[src/rtl/uart_xcvr.sv]
// UART transceiver: NCO-timed TX and RX FSMs sharing one 16x oversample tick,
// with a synchronised, glitch-filtered RX front end and framing/parity/break status.
module uart_xcvr #(
  parameter int DataWidth   = 8,
  parameter int NcoWidth    = 16,
  parameter int GlitchDepth = 2
) (
  input  logic                 clk_i,
  input  logic                 rst_ni,
  input  logic [NcoWidth-1:0]  nco_i,
  input  logic                 parity_en_i,
  input  logic                 parity_odd_i,
  input  logic                 stop2_i,
  input  logic [DataWidth-1:0] tx_data_i,
  input  logic                 tx_valid_i,
  output logic                 tx_ready_o,
  output logic                 tx_o,
  input  logic                 rx_i,
  output logic [DataWidth-1:0] rx_data_o,
  output logic                 rx_valid_o,
  output logic                 rx_parity_err_o,
  output logic                 rx_frame_err_o,
  output logic                 rx_break_o,
  output logic                 tx_idle_o,
  output logic                 rx_idle_o
);
  localparam int BitW = $clog2(DataWidth);
  localparam int GlW  = $clog2(GlitchDepth + 1);
  localparam logic [BitW-1:0] LastBit = BitW'(DataWidth - 1);
  localparam logic [GlW-1:0]  GltLast = GlW'(GlitchDepth - 1);

  typedef enum logic [2:0] {TX_IDLE, TX_START, TX_DATA, TX_PARITY, TX_STOP} tx_state_e;
  typedef enum logic [2:0] {RX_IDLE, RX_START, RX_DATA, RX_PARITY, RX_STOP, RX_WAITHIGH} rx_state_e;

  logic [NcoWidth:0] acc_q;
  logic              tick;
  assign tick = acc_q[NcoWidth];

  tx_state_e tx_state_q, tx_state_d;
  logic [3:0]           tx_tick_q, tx_tick_d;
  logic [BitW-1:0]      tx_bit_q, tx_bit_d;
  logic [DataWidth-1:0] tx_shift_q, tx_shift_d;
  logic tx_par_q, tx_par_d, tx_pen_q, tx_pen_d, tx_stop2_q, tx_stop2_d;
  logic tx_second_q, tx_second_d, tx_q, tx_d, tx_end;

  rx_state_e rx_state_q, rx_state_d;
  logic rx_s1_q, rx_s2_q, rx_filt_q, rx_filt_d, rx_prev_q;
  logic [GlW-1:0]       glt_cnt_q, glt_cnt_d;
  logic [3:0]           rx_tick_q, rx_tick_d;
  logic [BitW-1:0]      rx_bit_q, rx_bit_d;
  logic [DataWidth-1:0] rx_shift_q, rx_shift_d, rx_data_q, rx_data_d;
  logic rx_pbit_q, rx_pbit_d, rx_pen_q, rx_pen_d, rx_odd_q, rx_odd_d;
  logic rx_valid_q, rx_valid_d, rx_perr_q, rx_perr_d, rx_ferr_q, rx_ferr_d, rx_brk_q, rx_brk_d;
  logic rx_mid, rx_end;

  // tx_valid_i/tx_ready_o: a byte transfers on any cycle where both are high;
  // tx_ready_o depends only on state, never combinationally on tx_valid_i.
  always_comb begin
    tx_state_d  = tx_state_q;
    tx_tick_d   = tick ? tx_tick_q + 4'd1 : tx_tick_q;
    tx_bit_d    = tx_bit_q;
    tx_shift_d  = tx_shift_q;
    tx_par_d    = tx_par_q;
    tx_pen_d    = tx_pen_q;
    tx_stop2_d  = tx_stop2_q;
    tx_second_d = tx_second_q;
    tx_end      = tick && (tx_tick_q == 4'd15);
    case (tx_state_q)
      TX_IDLE: if (tx_valid_i) begin
        tx_state_d = TX_START;
        tx_tick_d  = '0;
        tx_shift_d = tx_data_i;
        tx_par_d   = (^tx_data_i) ^ parity_odd_i;
        tx_pen_d   = parity_en_i;
        tx_stop2_d = stop2_i;
      end
      TX_START: if (tx_end) begin
        tx_state_d = TX_DATA;
        tx_bit_d   = '0;
      end
      TX_DATA: if (tx_end) begin
        tx_shift_d = tx_shift_q >> 1;
        tx_bit_d   = tx_bit_q + 1'b1;
        if (tx_bit_q == LastBit) begin
          tx_state_d  = tx_pen_q ? TX_PARITY : TX_STOP;
          tx_second_d = 1'b0;
        end
      end
      TX_PARITY: if (tx_end) begin
        tx_state_d  = TX_STOP;
        tx_second_d = 1'b0;
      end
      TX_STOP: if (tx_end) begin
        if (tx_stop2_q && !tx_second_q) tx_second_d = 1'b1;
        else                            tx_state_d  = TX_IDLE;
      end
      default: tx_state_d = TX_IDLE;
    endcase
    // Line level follows the next state so tx_o is a clean register output.
    case (tx_state_d)
      TX_START:  tx_d = 1'b0;
      TX_DATA:   tx_d = tx_shift_d[0];
      TX_PARITY: tx_d = tx_par_d;
      default:   tx_d = 1'b1;
    endcase
  end

  always_comb begin
    glt_cnt_d = '0;
    rx_filt_d = rx_filt_q;
    if (rx_s2_q != rx_filt_q) begin
      if (glt_cnt_q == GltLast) rx_filt_d = rx_s2_q;
      else                      glt_cnt_d = glt_cnt_q + 1'b1;
    end
  end

  always_comb begin
    rx_state_d = rx_state_q;
    rx_tick_d  = tick ? rx_tick_q + 4'd1 : rx_tick_q;
    rx_bit_d   = rx_bit_q;
    rx_shift_d = rx_shift_q;
    rx_pbit_d  = rx_pbit_q;
    rx_pen_d   = rx_pen_q;
    rx_odd_d   = rx_odd_q;
    rx_data_d  = rx_data_q;
    rx_valid_d = 1'b0;
    rx_perr_d  = rx_perr_q;
    rx_ferr_d  = rx_ferr_q;
    rx_brk_d   = rx_brk_q;
    rx_mid     = tick && (rx_tick_q == 4'd7);
    rx_end     = tick && (rx_tick_q == 4'd15);
    case (rx_state_q)
      RX_IDLE: if (rx_prev_q && !rx_filt_q) begin
        rx_state_d = RX_START;
        rx_tick_d  = '0;
        rx_pen_d   = parity_en_i;
        rx_odd_d   = parity_odd_i;
      end
      RX_START: if (rx_mid) begin
        // Re-zero at the start-bit centre so every later 16th tick lands mid-bit.
        rx_state_d = rx_filt_q ? RX_IDLE : RX_DATA;
        rx_tick_d  = '0;
        rx_bit_d   = '0;
      end
      RX_DATA: if (rx_end) begin
        rx_shift_d = {rx_filt_q, rx_shift_q[DataWidth-1:1]};
        rx_bit_d   = rx_bit_q + 1'b1;
        if (rx_bit_q == LastBit) rx_state_d = rx_pen_q ? RX_PARITY : RX_STOP;
      end
      RX_PARITY: if (rx_end) begin
        rx_pbit_d  = rx_filt_q;
        rx_state_d = RX_STOP;
      end
      RX_STOP: if (rx_end) begin
        rx_valid_d = 1'b1;
        rx_data_d  = rx_shift_q;
        rx_perr_d  = rx_pen_q && (rx_pbit_q != ((^rx_shift_q) ^ rx_odd_q));
        rx_ferr_d  = !rx_filt_q;
        rx_brk_d   = !rx_filt_q && (rx_shift_q == '0) && (!rx_pen_q || !rx_pbit_q);
        rx_state_d = rx_filt_q ? RX_IDLE : RX_WAITHIGH;
      end
      RX_WAITHIGH: if (rx_filt_q) rx_state_d = RX_IDLE;
      default: rx_state_d = RX_IDLE;
    endcase
  end

  always_ff @(posedge clk_i or negedge rst_ni) begin
    if (!rst_ni) begin
      acc_q       <= '0;
      tx_state_q  <= TX_IDLE;
      tx_tick_q   <= '0;
      tx_bit_q    <= '0;
      tx_shift_q  <= '0;
      tx_par_q    <= 1'b0;
      tx_pen_q    <= 1'b0;
      tx_stop2_q  <= 1'b0;
      tx_second_q <= 1'b0;
      tx_q        <= 1'b1;
      rx_s1_q     <= 1'b1;
      rx_s2_q     <= 1'b1;
      rx_filt_q   <= 1'b1;
      rx_prev_q   <= 1'b1;
      glt_cnt_q   <= '0;
      rx_state_q  <= RX_IDLE;
      rx_tick_q   <= '0;
      rx_bit_q    <= '0;
      rx_shift_q  <= '0;
      rx_pbit_q   <= 1'b0;
      rx_pen_q    <= 1'b0;
      rx_odd_q    <= 1'b0;
      rx_data_q   <= '0;
      rx_valid_q  <= 1'b0;
      rx_perr_q   <= 1'b0;
      rx_ferr_q   <= 1'b0;
      rx_brk_q    <= 1'b0;
    end else begin
      acc_q       <= {1'b0, acc_q[NcoWidth-1:0]} + {1'b0, nco_i};
      tx_state_q  <= tx_state_d;
      tx_tick_q   <= tx_tick_d;
      tx_bit_q    <= tx_bit_d;
      tx_shift_q  <= tx_shift_d;
      tx_par_q    <= tx_par_d;
      tx_pen_q    <= tx_pen_d;
      tx_stop2_q  <= tx_stop2_d;
      tx_second_q <= tx_second_d;
      tx_q        <= tx_d;
      rx_s1_q     <= rx_i;
      rx_s2_q     <= rx_s1_q;
      rx_filt_q   <= rx_filt_d;
      rx_prev_q   <= rx_filt_q;
      glt_cnt_q   <= glt_cnt_d;
      rx_state_q  <= rx_state_d;
      rx_tick_q   <= rx_tick_d;
      rx_bit_q    <= rx_bit_d;
      rx_shift_q  <= rx_shift_d;
      rx_pbit_q   <= rx_pbit_d;
      rx_pen_q    <= rx_pen_d;
      rx_odd_q    <= rx_odd_d;
      rx_data_q   <= rx_data_d;
      rx_valid_q  <= rx_valid_d;
      rx_perr_q   <= rx_perr_d;
      rx_ferr_q   <= rx_ferr_d;
      rx_brk_q    <= rx_brk_d;
    end
  end

  assign tx_o            = tx_q;
  assign tx_ready_o      = (tx_state_q == TX_IDLE);
  assign tx_idle_o       = (tx_state_q == TX_IDLE);
  assign rx_idle_o       = (rx_state_q == RX_IDLE);
  assign rx_data_o       = rx_data_q;
  assign rx_valid_o      = rx_valid_q;
  assign rx_parity_err_o = rx_perr_q;
  assign rx_frame_err_o  = rx_ferr_q;
  assign rx_break_o      = rx_brk_q;
endmodule

[config.mk]
export PLATFORM = sky130hd
export DESIGN_NAME = uart_xcvr
export DESIGN_NICKNAME = d
export VERILOG_FILES = /design/src/rtl/uart_xcvr.sv
export SDC_FILE = /design/constraint.sdc
export NUM_CORES = 1
export LEC_CHECK = 0
export CAP_MARGIN = 20
export CORE_MARGIN = 5
export CORE_UTILIZATION = 50
export DETAILED_ROUTE_END_ITERATION = 6
export PLACE_DENSITY_LB_ADDON = 0.08
export SYNTH_ARGS = -nofsm -noshare
export SYNTH_HDL_FRONTEND = slang
export SYNTH_SLANG_ARGS = --single-unit
[constraint.sdc]
create_clock -name clk_i -period 6 [get_ports clk_i]
set_input_delay 0.9 -clock clk_i [delete_from_list [all_inputs] [get_ports clk_i]]
set_output_delay 0.9 -clock clk_i [all_outputs]
set_load 0.005 [all_outputs]
==> results.py <==
metrics = {
    "route": {
        "wire_per_inst_um": 13.22,
        "drtAntennaViolNets": 0,
        "vias": 3047,
        "drtIter0Drc": 133,
        "vias_per_cell": 5.374,
        "dr.pass1.iters": 4,
        "drt_wl_total_um": 7498,
        "drc_errors": 0,
    },
    "timing": {
        "tightest_slew_ps": 969.1,
        "setup_ws_ps": 3217,
        "max-slew-margin-rel_pct": 35.12,
        "period_minus_slack_ps": 2783,
        "finalSetupViolCount": 0,
        "min_period_over_period_pct": 46.38,
        "drv_slew": 0,
        "setup_tns_ps": 0,
        "rsz0062_at_grt": "false",
        "final.setup_skew_ps": 13.92,
        "finalHoldViolCount": 0,
        "max_freq_mhz": 359.3,
    },
    "floorplan": {
        "dieWidth_um": 101.4,
        "fp.dieH_um": 101.4,
        "rows": 33,
        "dieArea_um2": 10270,
        "initial_utilization_pct": 51.06,
        "ioPinCount": 47,
        "coreArea_um2": 8175,
    },
    "yosys": {
        "ys_ff_latch": 79,
        "ys_seq_area_share_pct": 47.51,
        "synth_cells": 414,
        "synth-edff-count": 0,
        "syn_nets": 472,
        "yosys.area_share.adder_pct": 8.273,
        "synth_compound_area_share_pct": 15.80,
        "ys_dominant_reg_cell": "dfrtp_1",
        "muxShareOfSynthArea_pct": 3.118,
        "synth_top_family_by_area": "compound AO/OA/AOI/OAI gates",
        "synth-xor-area-share_pct": 6.715,
        "synthSimpleGateAreaFrac_pct": 14.63,
        "avgSynthCellArea_um2": 10.08,
        "yosysWarningCount": 0,
        "netlist_area_um2": 4174,
        "synthArstFlopShare_pct": 100.0,
        "ys_types": 57,
    },
    "worst_setup_path": {
        "critical_path_arrival_ps": 3020,
        "worst_ep_required_time_ps": 6230,
        "crit_type": "in -> reg",
        "path_common_cell": "a211oi_1",
        "cpPeakStageDelay_ps": 480,
        "critPathMaxFanout": 5,
        "crit_path_end_kind": "flip-flop",
        "slowest_stage": "o2111ai_1",
        "worstPathCellList": "clkdlybuf4s50_1 -> ha_1 -> a211oi_1 -> o21ai_1 -> o2111ai_1 -> a211oi_1 -> a211o_1",
        "startpoint_type": "input pin",
    },
    "global_route": {
        "antenna_found_initial": 0,
        "grt_pass1_wl_um": 13370,
        "first_global_vias": 3060,
        "grtUsageTotal_pct": 15.96,
        "grt_max_degree": 80,
        "overflow": 0,
    },
    "status": {
        "outcome": "completed",
    },
    "finish": {
        "syn_to_final_growth_pct": 18.20,
        "finalCoreUtilization_pct": 60.35,
        "final_nets": 515,
        "stdcell_area_um2": 4933,
        "fill_cells": 697,
        "drive_gt1_share_pct": 7.576,
        "antennaDiodeCount": 0,
    },
    "cts": {
        "cts_root_buffer": "clkbuf_8",
        "hold_buffers": 0,
        "clk_latency_ps": 340,
        "cts_buffer_depth": 2,
        "postCtsSetupBuffers": 0,
        "h-tree-depth": 3,
        "cts_resized": 0,
        "clk_pin_slew_ps": 80,
        "cts_sinks": 79,
        "cts_tree": "built",
        "cts_buffers": 9,
    },
    "placement": {
        "postPlaceCellArea_um2": 4692,
        "pre_cts_ws_ps": 2861,
        "dp_hpwl_um": 5354,
        "globalplace.congestion": 0.8481,
        "io_buffers": 46,
    },
    "power": {
        "powerDensity_nw_per_um2": 407.9,
        "p_clk_share_pct": 21.2,
        "power_switching_uw": 711.5,
        "p_seq_share_pct": 41.6,
        "peakVddDrop_uv": 199.3,
        "p_int_uw": 1301,
        "power_frac_comb_pct": 37.2,
        "sw_frac_of_total_pct": 35.35,
        "p_leak_uw": 0.002148,
    },
    "worst_hold_path": {
        "hold_path_class": "reg -> reg",
    },
    "job": {
        "cap_viol_max_count": 0,
    },
}
cells in the mapped netlist (5+ instances only):
cell	count	area, um2
ha_1	26	325.3
xor2_1	11	96.34
nor2b_1	5	31.28
dfrtp_1	74	1852
nand2_1	48	180.2
a22oi_1	6	45.04
a21o_1	5	37.54
a21oi_1	20	100.1
dfstp_2	5	131.4
o21ai_0	35	175.2
clkbuf_1	10	37.54
nor2_1	23	86.33
a211oi_1	6	45.04
mux2_2	8	90.09
nand3_1	6	30.03
xnor2_1	21	183.9
nor3_1	6	30.03
inv_1	25	93.84
nand2b_1	5	31.28
nand4_1	7	43.79
layer usage:
| metal | track usage (%) | routed length [um] | vias up |
|---|---|---|---|
| li1 | - | - | 1548 |
| met1 | 20.96 | 3686 | 1434 |
| met2 | 25.86 | 3396 | 51 |
| met3 | 2.961 | 277 | 14 |
| met4 | 6.953 | 138 | 0 |
| met5 | 0 | 0 | - |
registers in the layout, summed over array words and instances (netlist names), 2 cells and up:
name and flops:
rx_shift_q 8, tx_state_q 3, tx_shift_q 8, rx_state_q 3, tx_bit_q 3, rx_bit_q 3, rx_data_o 8, glt_cnt_q 2
rx_tick_q 4, acc_q 17, tx_tick_q 4
worst max-delay path, delay by kind of cell:
family | cells | cell delay (ps)
AO/OA/AOI/OAI | 5 | 1380
adder cells (fa/ha/maj) | 1 | 310
buffers and inverters | 1 | 430
power groups by stage:
| stage | Clock [uW] | Sequential, uW | Combinational [uW] |
|---|---|---|---|
| after floorplan | 0 | 773 | 647 |
| after detailed placement | 0 | 848 | 745 |
| after global routing | 464 | 866 | 860 |
| after CTS | 441 | 838 | 751 |
| final | 426 | 838 | 748 |
| after global placement | 0 | 845 | 724 |
final cells by class:
class | instances | area [um2] | share of cell area (%)
inverters | 25 | 93.84 | 1.902
multi-input cells | 295 | 2026 | 41.06
well taps | 105 | 131.4 | 2.663
flip-flops and latches | 79 | 1983 | 40.20
clock buffers | 10 | 127.6 | 2.587
repair buffers | 47 | 485.5 | 9.840
clock inverters | 6 | 86.33 | 1.750
final timing paths:
path	to	depth (start not counted)	startpoint	slack [ps]
min in group asynchronous	rx_data_o[4]$_DFFE_PN0P_	1	rst_ni	470
max	acc_q[15]$_DFF_PN0_	7	nco_i[1]	3220
min	rx_s2_q$_DFF_PN1_	0	rx_s1_q$_DFF_PN1_	360
max in group asynchronous	rx_prev_q$_DFF_PN1_	2	rst_ni	4890
max reg2reg	tx_o$_DFF_PN1_	5	tx_state_q[1]$_DFF_PN0_	3690
min reg2reg	rx_s2_q$_DFF_PN1_	0	rx_s1_q$_DFF_PN1_	360
cell families after synthesis:
family                   count (synthesis)
AO/OA/AOI/OAI                          103
AND/OR/NAND/NOR                        121
buffers and inverters                   40
XOR/XNOR                                32
multiplexers                            12
adder cells (fa/ha/maj)                 27
flip-flops                              79
stage by stage:
step	hold WS, ps	power (uW)	std cells
2_1_floorplan	345.2	1420	414
3_3_place_gp	345.4	1569	550
3_5_place_dp	351.5	1593	550
4_1_cts	363.9	2030	566
5_1_grt	363.9	2190	567
6_report	360.9	2012	567
cells in the final DEF, fill, tap and decap left out, types with 6 or more instances in the layout:
| master | instances |
|---|---|
| xnor2_1 | 21 |
| a211oi_1 | 6 |
| a22oi_1 | 6 |
| dfrtp_1 | 74 |
| inv_1 | 25 |
| nor2_1 | 23 |
| nand3_1 | 6 |
| nor3_1 | 6 |
| o21ai_0 | 35 |
| a21oi_1 | 20 |
| clkdlybuf4s50_1 | 45 |
| ha_1 | 26 |
| xor2_1 | 11 |
| nand2_1 | 48 |
| nand4_1 | 7 |
| clkbuf_8 | 9 |
| mux2_2 | 8 |
Note: power is estimated with default switching activity, not from simulation.
